### src/rtl/falling_char_engine_if.sv
// Generator, keyboard-hit and renderer-read signals of the falling-character engine.
// The master side is the surrounding game logic; the engine uses the slave side.
interface falling_char_engine_if #(
    parameter int SLOTS = 16
);
    localparam int IW = $clog2(SLOTS);

    logic          move_tick;
    logic          spawn_valid;
    logic          spawn_ready;
    logic [7:0]    spawn_ascii;
    logic [6:0]    spawn_col;
    logic [3:0]    spawn_speed;
    logic          hit_valid;
    logic [7:0]    hit_ascii;
    logic          hit_ack;
    logic          hit_found;
    logic [IW-1:0] rd_idx;
    logic          rd_valid;
    logic [7:0]    rd_ascii;
    logic [6:0]    rd_col;
    logic [8:0]    rd_y;
    logic [IW:0]   active_count;
    logic [7:0]    score;
    logic [7:0]    miss_count;

    modport master (
        output move_tick, spawn_valid, spawn_ascii, spawn_col, spawn_speed,
               hit_valid, hit_ascii, rd_idx,
        input  spawn_ready, hit_ack, hit_found, rd_valid, rd_ascii, rd_col, rd_y,
               active_count, score, miss_count
    );

    modport slave (
        input  move_tick, spawn_valid, spawn_ascii, spawn_col, spawn_speed,
               hit_valid, hit_ascii, rd_idx,
        output spawn_ready, hit_ack, hit_found, rd_valid, rd_ascii, rd_col, rd_y,
               active_count, score, miss_count
    );
endinterface

### src/rtl/falling_char_engine.sv
// Slot bookkeeping for falling characters: spawn, per-tick movement sweep,
// keyboard-hit removal sweep, and a registered read port for the renderer.
//
// state | meaning
// IDLE  | accept spawns; dispatch pending move (first) or hit
// MOVE  | advance slot idx by its speed, retire at Y_MAX
// HIT   | search slot idx for the latched key code
module falling_char_engine #(
    parameter int SLOTS = 16,
    parameter int Y_MAX = 464
) (
    input logic                  clk,
    input logic                  rst,
    falling_char_engine_if.slave bus
);
    localparam int IW = $clog2(SLOTS);

    typedef enum logic [1:0] {IDLE, MOVE, HIT} state_t;

    state_t        state;
    logic [IW-1:0] idx;
    logic          move_pend;
    logic          hit_pend;
    logic [7:0]    hit_code;

    logic          slot_valid [SLOTS];
    logic [7:0]    slot_ascii [SLOTS];
    logic [6:0]    slot_col   [SLOTS];
    logic [8:0]    slot_y     [SLOTS];
    logic [3:0]    slot_speed [SLOTS];

    logic [IW:0]   active_count;
    logic [7:0]    score;
    logic [7:0]    miss_count;
    logic          hit_ack;
    logic          hit_found;
    logic          rd_valid;
    logic [7:0]    rd_ascii;
    logic [6:0]    rd_col;
    logic [8:0]    rd_y;

    logic          free_found;
    logic [IW-1:0] free_idx;
    logic [9:0]    move_sum;
    logic          hit_match;
    logic          last_slot;
    logic          spawn_ready;
    logic          spawn_fire;

    // Lowest-index free slot: scan downward so the smallest index wins.
    always_comb begin
        free_found = 1'b0;
        free_idx   = '0;
        for (int i = SLOTS - 1; i >= 0; i--) begin
            if (!slot_valid[i]) begin
                free_found = 1'b1;
                free_idx   = IW'(i);
            end
        end
    end

    assign move_sum    = {1'b0, slot_y[idx]} + {6'd0, slot_speed[idx]};
    assign hit_match   = slot_valid[idx] && (slot_ascii[idx] == hit_code);
    assign last_slot   = (idx == IW'(SLOTS - 1));
    assign spawn_ready = (state == IDLE) && !move_pend && !hit_pend
                         && (active_count < (IW + 1)'(SLOTS)) && !rst;
    assign spawn_fire  = spawn_ready && bus.spawn_valid && free_found;

    assign bus.spawn_ready  = spawn_ready;
    assign bus.hit_ack      = hit_ack;
    assign bus.hit_found    = hit_found;
    assign bus.rd_valid     = rd_valid;
    assign bus.rd_ascii     = rd_ascii;
    assign bus.rd_col       = rd_col;
    assign bus.rd_y         = rd_y;
    assign bus.active_count = active_count;
    assign bus.score        = score;
    assign bus.miss_count   = miss_count;

    always_ff @(posedge clk) begin
        if (rst) begin
            state        <= IDLE;
            idx          <= '0;
            move_pend    <= 1'b0;
            hit_pend     <= 1'b0;
            hit_code     <= '0;
            active_count <= '0;
            score        <= '0;
            miss_count   <= '0;
            hit_ack      <= 1'b0;
            hit_found    <= 1'b0;
            rd_valid     <= 1'b0;
            rd_ascii     <= '0;
            rd_col       <= '0;
            rd_y         <= '0;
            for (int i = 0; i < SLOTS; i++) begin
                slot_valid[i] <= 1'b0;
                slot_ascii[i] <= '0;
                slot_col[i]   <= '0;
                slot_y[i]     <= '0;
                slot_speed[i] <= '0;
            end
        end else begin
            hit_ack   <= 1'b0;
            hit_found <= 1'b0;

            rd_valid <= slot_valid[bus.rd_idx];
            rd_ascii <= slot_ascii[bus.rd_idx];
            rd_col   <= slot_col[bus.rd_idx];
            rd_y     <= slot_y[bus.rd_idx];

            if (bus.move_tick)
                move_pend <= 1'b1;
            if (bus.hit_valid && !hit_pend && state != HIT) begin
                hit_pend <= 1'b1;
                hit_code <= bus.hit_ascii;
            end

            case (state)
                IDLE: begin
                    // Clearing here overrides a tick in the same cycle: it coalesces.
                    if (move_pend) begin
                        state     <= MOVE;
                        idx       <= '0;
                        move_pend <= 1'b0;
                    end else if (hit_pend) begin
                        state <= HIT;
                        idx   <= '0;
                    end else if (spawn_fire) begin
                        slot_valid[free_idx] <= 1'b1;
                        slot_ascii[free_idx] <= bus.spawn_ascii;
                        slot_col[free_idx]   <= bus.spawn_col;
                        slot_y[free_idx]     <= '0;
                        slot_speed[free_idx] <= bus.spawn_speed;
                        active_count         <= active_count + 1'b1;
                    end
                end
                MOVE: begin
                    if (slot_valid[idx]) begin
                        if (move_sum >= 10'(Y_MAX)) begin
                            slot_valid[idx] <= 1'b0;
                            active_count    <= active_count - 1'b1;
                            miss_count      <= (miss_count == 8'hFF) ? miss_count : miss_count + 8'd1;
                        end else begin
                            slot_y[idx] <= move_sum[8:0];
                        end
                    end
                    idx <= idx + IW'(1);
                    if (last_slot)
                        state <= IDLE;
                end
                HIT: begin
                    if (hit_match || last_slot) begin
                        hit_ack   <= 1'b1;
                        hit_found <= hit_match;
                        hit_pend  <= 1'b0;
                        state     <= IDLE;
                    end else begin
                        idx <= idx + IW'(1);
                    end
                    if (hit_match) begin
                        slot_valid[idx] <= 1'b0;
                        active_count    <= active_count - 1'b1;
                        score           <= (score == 8'hFF) ? score : score + 8'd1;
                    end
                end
                default: state <= IDLE;
            endcase
        end
    end
endmodule
### src/flat_wrapper.sv
// flat-port wrapper written by rule: the top's interface ports become plain ports
module falling_char_engine_flat 
#(
    parameter int SLOTS = 16,
    parameter int Y_MAX = 464
)
  (clk, rst, bus_move_tick, bus_spawn_valid, bus_spawn_ascii, bus_spawn_col, bus_spawn_speed, bus_hit_valid, bus_hit_ascii, bus_rd_idx, bus_spawn_ready, bus_hit_ack, bus_hit_found, bus_rd_valid, bus_rd_ascii, bus_rd_col, bus_rd_y, bus_active_count, bus_score, bus_miss_count);
  falling_char_engine_if #(.SLOTS(SLOTS)) bus_i ();
  input logic clk;
  input logic rst;
  input wire logic [$bits(bus_i.move_tick)-1:0] bus_move_tick;
  input wire logic [$bits(bus_i.spawn_valid)-1:0] bus_spawn_valid;
  input wire logic [$bits(bus_i.spawn_ascii)-1:0] bus_spawn_ascii;
  input wire logic [$bits(bus_i.spawn_col)-1:0] bus_spawn_col;
  input wire logic [$bits(bus_i.spawn_speed)-1:0] bus_spawn_speed;
  input wire logic [$bits(bus_i.hit_valid)-1:0] bus_hit_valid;
  input wire logic [$bits(bus_i.hit_ascii)-1:0] bus_hit_ascii;
  input wire logic [$bits(bus_i.rd_idx)-1:0] bus_rd_idx;
  output wire logic [$bits(bus_i.spawn_ready)-1:0] bus_spawn_ready;
  output wire logic [$bits(bus_i.hit_ack)-1:0] bus_hit_ack;
  output wire logic [$bits(bus_i.hit_found)-1:0] bus_hit_found;
  output wire logic [$bits(bus_i.rd_valid)-1:0] bus_rd_valid;
  output wire logic [$bits(bus_i.rd_ascii)-1:0] bus_rd_ascii;
  output wire logic [$bits(bus_i.rd_col)-1:0] bus_rd_col;
  output wire logic [$bits(bus_i.rd_y)-1:0] bus_rd_y;
  output wire logic [$bits(bus_i.active_count)-1:0] bus_active_count;
  output wire logic [$bits(bus_i.score)-1:0] bus_score;
  output wire logic [$bits(bus_i.miss_count)-1:0] bus_miss_count;
  assign bus_i.move_tick = bus_move_tick;
  assign bus_i.spawn_valid = bus_spawn_valid;
  assign bus_i.spawn_ascii = bus_spawn_ascii;
  assign bus_i.spawn_col = bus_spawn_col;
  assign bus_i.spawn_speed = bus_spawn_speed;
  assign bus_i.hit_valid = bus_hit_valid;
  assign bus_i.hit_ascii = bus_hit_ascii;
  assign bus_i.rd_idx = bus_rd_idx;
  assign bus_spawn_ready = bus_i.spawn_ready;
  assign bus_hit_ack = bus_i.hit_ack;
  assign bus_hit_found = bus_i.hit_found;
  assign bus_rd_valid = bus_i.rd_valid;
  assign bus_rd_ascii = bus_i.rd_ascii;
  assign bus_rd_col = bus_i.rd_col;
  assign bus_rd_y = bus_i.rd_y;
  assign bus_active_count = bus_i.active_count;
  assign bus_score = bus_i.score;
  assign bus_miss_count = bus_i.miss_count;
  falling_char_engine #(.SLOTS(SLOTS), .Y_MAX(Y_MAX)) u_core (.clk(clk), .rst(rst), .bus(bus_i));
endmodule
### config.mk
export PLATFORM = sky130hd
export DESIGN_NAME = falling_char_engine_flat
export DESIGN_NICKNAME = d
export VERILOG_FILES = /design/src/rtl/falling_char_engine_if.sv /design/src/rtl/falling_char_engine.sv /design/src/flat_wrapper.sv
export SDC_FILE = /design/constraint.sdc
export NUM_CORES = 1
export LEC_CHECK = 0
export ABC_AREA = 1
export CAP_MARGIN = 20
export CORE_MARGIN = 2
export CORE_UTILIZATION = 40
export DETAILED_ROUTE_END_ITERATION = 6
export GPL_ROUTABILITY_DRIVEN = 0
export SETUP_SLACK_MARGIN = 0.3
export SLEW_MARGIN = 20
export SYNTH_ARGS = -nofsm -noshare
export SYNTH_HDL_FRONTEND = slang
export SYNTH_SLANG_ARGS = --single-unit
### constraint.sdc
create_clock -name clk -period 11.58 [get_ports clk]
set_clock_uncertainty 0.15 [all_clocks]
set_input_delay 2.316 -clock clk [delete_from_list [all_inputs] [get_ports clk]]
set_output_delay 2.316 -clock clk [all_outputs]
set_load 0.05 [all_outputs]
==> impl_metrics.env <==
export IMPL_synth_xor_area_share_pct=0.196
export IMPL_crit_top_cell="nand2_1"
export IMPL_synth_area_per_cell_um2=8.88
export IMPL_synth_cell_types=41
export IMPL_core_area_um2=66100
export IMPL_cts_tree="done"
export IMPL_syn_area_um2=26900
export IMPL_min_path_type="flip-flop to flip-flop"
export IMPL_critical_path_cell_chain="buf_4 > buf_4 > o21ai_0 > o22ai_1 > o211ai_1 > nand2_1 > ha_1 > a21oi_1 > nand2_1 > nand2_1 > nand2_1 > nand2_1 > nand2_1 > nand2_1 > nand2_1 > nand2_1 > nor2_1 > a21boi_2 > nand2_2 > o21ai_1 > nand2_1 > o21ai_1"
export IMPL_fin_setup_tns_ns=0
export IMPL_root_buffer="clkbuf_16"
export IMPL_synth_top_area_share_pct=51.9
export IMPL_period_share_pct=58.0
export IMPL_critPathSlowestCell="o21ai_1"
export IMPL_ios=85
export IMPL_multiInputGateArea_um2=9630
export IMPL_ant_nets=0
export IMPL_slew_headroom_pct=24.6
export IMPL_max_freq_mhz=149
export IMPL_synthMuxAreaShare_pct=0
export IMPL_die_height_um=263
export IMPL_cts_setup_buffers=0
export IMPL_yosys_area_share_simple_pct=19.2
export IMPL_seqCellArea_um2=15300
export IMPL_p_per_area_nw_per_um2=189
export IMPL_synth_edf_count=464
export IMPL_clk_pin_slew_ns=0.06
export IMPL_cp_max_fo=82
export IMPL_vdd_drop_max_mv=0.133
export IMPL_p_leak_nw=11.1
export IMPL_nNetsFinal=3014
export IMPL_grt_setup_unrepaired="no"
export IMPL_dieWidth_um=263
export IMPL_cts_buffer_depth=3
export IMPL_port_buffers=84
export IMPL_initial_core_util_pct=40.6
export IMPL_final_min_clock_period_ns=6.71
export IMPL_synth_seq_cells=532
export IMPL_syn_to_final_growth_pct=12.0
export IMPL_dieArea_um2=69200
export IMPL_finalSetupViolCount=0
export IMPL_grt_pass1_vias=21500
export IMPL_grt_max_degree=118
export IMPL_required_ns=11.67
export IMPL_htreeDepth=2
export IMPL_synth_cells=3023
export IMPL_final_hold_viol_count=0
export IMPL_cp_end_kind="flip-flop"
export IMPL_cp_start_kind="flip-flop"
export IMPL_num_rows=94
export IMPL_synth_top_family_by_area="simple AND/OR/NAND/NOR gates"
export IMPL_ctsResizeCount=0
export IMPL_maxSlewViolCount=0
export IMPL_tightestPinTransition_ns=1.13
export IMPL_yosysSeqAreaShare_pct=57.0
export IMPL_drt_wl_total_um=85300
export IMPL_cp_num_buf_inv=2
export IMPL_antenna_found_initial=0
export IMPL_fin_hold_ws_ns=0.315
export IMPL_dr_first_iter_drc_count=3032
export IMPL_synth_area_leaders="edfxtp_1, nor2_1, o21ai_0"
export IMPL_async_flop_share_pct=0
export IMPL_clk_latency_ns=0.67
export IMPL_cpLargestDelayFamily="compound AO/OA/AOI/OAI gates"
export IMPL_wire_per_inst_um=22.0
export IMPL_viasPerCell=5.85
export IMPL_syn_num_nets=3075
export IMPL_finalPower_mw=5.67
export IMPL_layout_drive_gt1_share_pct=5.68
export IMPL_grt_overflow_total=0
export IMPL_diodes=0
export IMPL_slowest_delay_ns=0.86
export IMPL_synthAdderAreaFrac_pct=0.801
export IMPL_grt_pass1_wl_um=128000
export IMPL_final_core_util_pct=45.5
export IMPL_maxCapViolations=0
export IMPL_drc=0
export IMPL_crit_type="flip-flop to flip-flop"
export IMPL_hold_buffers=0
export IMPL_track_usage_pct=24.0
export IMPL_synth_top_cell_by_area="edfxtp_1"
export IMPL_cts_sinks=532
export IMPL_dr_pass1_iters=7
export IMPL_vias=22700
export IMPL_yosys_warnings=0
export IMPL_critPathArrivalTime_ns=6.80
export IMPL_status="finished clean"
export IMPL_numCtsBuffers=59
export IMPL_detailed_place_hpwl_um=53000
export IMPL_synth_compound_area_share_pct=15.6
export IMPL_rrSetupSlack_ns=4.87
export IMPL_synth_main_ff_cell="edfxtp_1"
export IMPL_fillers=6325
[metal layers]
| layer | wire length (µm) | up-vias | track usage, % |
|---|---|---|---|
| met2 | 40400 | 1181 | 39.9 |
| met5 | 0 | - | 0 |
| met3 | 7370 | 186 | 2.82 |
| met4 | 3230 | 0 | 9.62 |
| li1 | - | 10300 | - |
| met1 | 34300 | 11000 | 31.8 |
[power by group]
part | internal [mW] | total [mW] | switching, mW | leakage (nW)
Clock | 1.13 | 1.96 | 0.825 | 0.965
Sequential | 2.19 | 2.27 | 0.0839 | 5.35
Combinational | 0.404 | 1.45 | 1.04 | 4.82
[cells in the mapped netlist, types with 7 or more instances]
| cell | count |
|---|---|
| nand2_1 | 309 |
| nand4_1 | 7 |
| nand3_1 | 227 |
| o211ai_1 | 100 |
| inv_1 | 233 |
| ha_1 | 14 |
| o21ai_0 | 355 |
| nor3_1 | 90 |
| nor2_1 | 576 |
| clkbuf_1 | 177 |
| o22ai_1 | 13 |
| a21oi_1 | 226 |
| buf_2 | 39 |
| buf_4 | 12 |
| o21ai_1 | 13 |
| dfxtp_1 | 68 |
| buf_1 | 11 |
| o221ai_1 | 36 |
| edfxtp_1 | 464 |
[placed cells by master, fill, tap and decap left out, types with 59 or more instances in the layout]
cell / count
nand2_1: 303
dfxtp_1: 65
inv_1: 230
clkdlybuf4s50_1: 80
nand3_1: 226
clkbuf_16: 59
nor2_1: 576
a21oi_1: 226
o211ai_1: 100
edfxtp_1: 464
nor3_1: 90
o21ai_0: 353
[layout make-up]
type                            instances  area share, %
Sequential cell                       532           50.9
Multi-Input combinational cell       2009           32.0
Clock buffer                           71           5.09
Tap cell                              864           3.59
Clock inverter                         41           1.61
Inverter                              238           2.98
Timing Repair Buffer                  122           3.79
[worst paths after layout]
path,startpoint,to,cells after the start
setup / recovery,flip-flop,u_core.slot_y[1][4]$_SDFFCE_PN0P_,22
setup reg to reg,flip-flop,u_core.slot_y[1][4]$_SDFFCE_PN0P_,22
hold / removal,u_core.bus.miss_count[4]$_SDFFE_PP0P_,u_core.bus.miss_count[4]$_SDFFE_PP0P_,2
hold reg to reg,u_core.bus.miss_count[4]$_SDFFE_PP0P_,u_core.bus.miss_count[4]$_SDFFE_PP0P_,2
[worst min-delay path, delay by kind of cell, from the launching register on]
kind	cells	cell delay, ns
flip-flops	1	0.32
buffers and inverters	1	0.05
AO/OA/AOI/OAI	1	0.05
[kinds of logic (layout without fill, tap and decap cells)]
family | after synthesis | in the layout
fa+ha+maj | 16 | 16
buf+inv | 482 | 472
xor+xnor | 6 | 6
simple gates | 1238 | 1238
flops | 532 | 532
compound gates | 749 | 749
[sequential cells by signal (all words and copies together), names as in the netlist, 4 cells and up, named ones only]
register,cells
u_core.bus.rd_col,7
u_core.bus.rd_ascii,8
u_core.slot_y,144
u_core.idx,4
u_core.bus.miss_count,8
u_core.bus.score,8
u_core.slot_valid,16
u_core.bus.active_count,5
u_core.slot_speed,64
u_core.bus.rd_y,9
u_core.slot_ascii,128
u_core.slot_col,112
u_core.hit_code,8
[through the flow]
| step | setup WS [ns] | std cells | area (µm²) |
|---|---|---|---|
| after global placement | 5.12 | 3762 | 28000 |
| after detailed placement | 5.05 | 3764 | 28000 |
| after global routing | 4.32 | 3877 | 30100 |
| after floorplan | 5.42 | 3023 | 26900 |
| final | 4.87 | 3877 | 30100 |
| after CTS | 5.03 | 3876 | 30000 |
No activity file was read; power rests on OpenSTA's default activity.
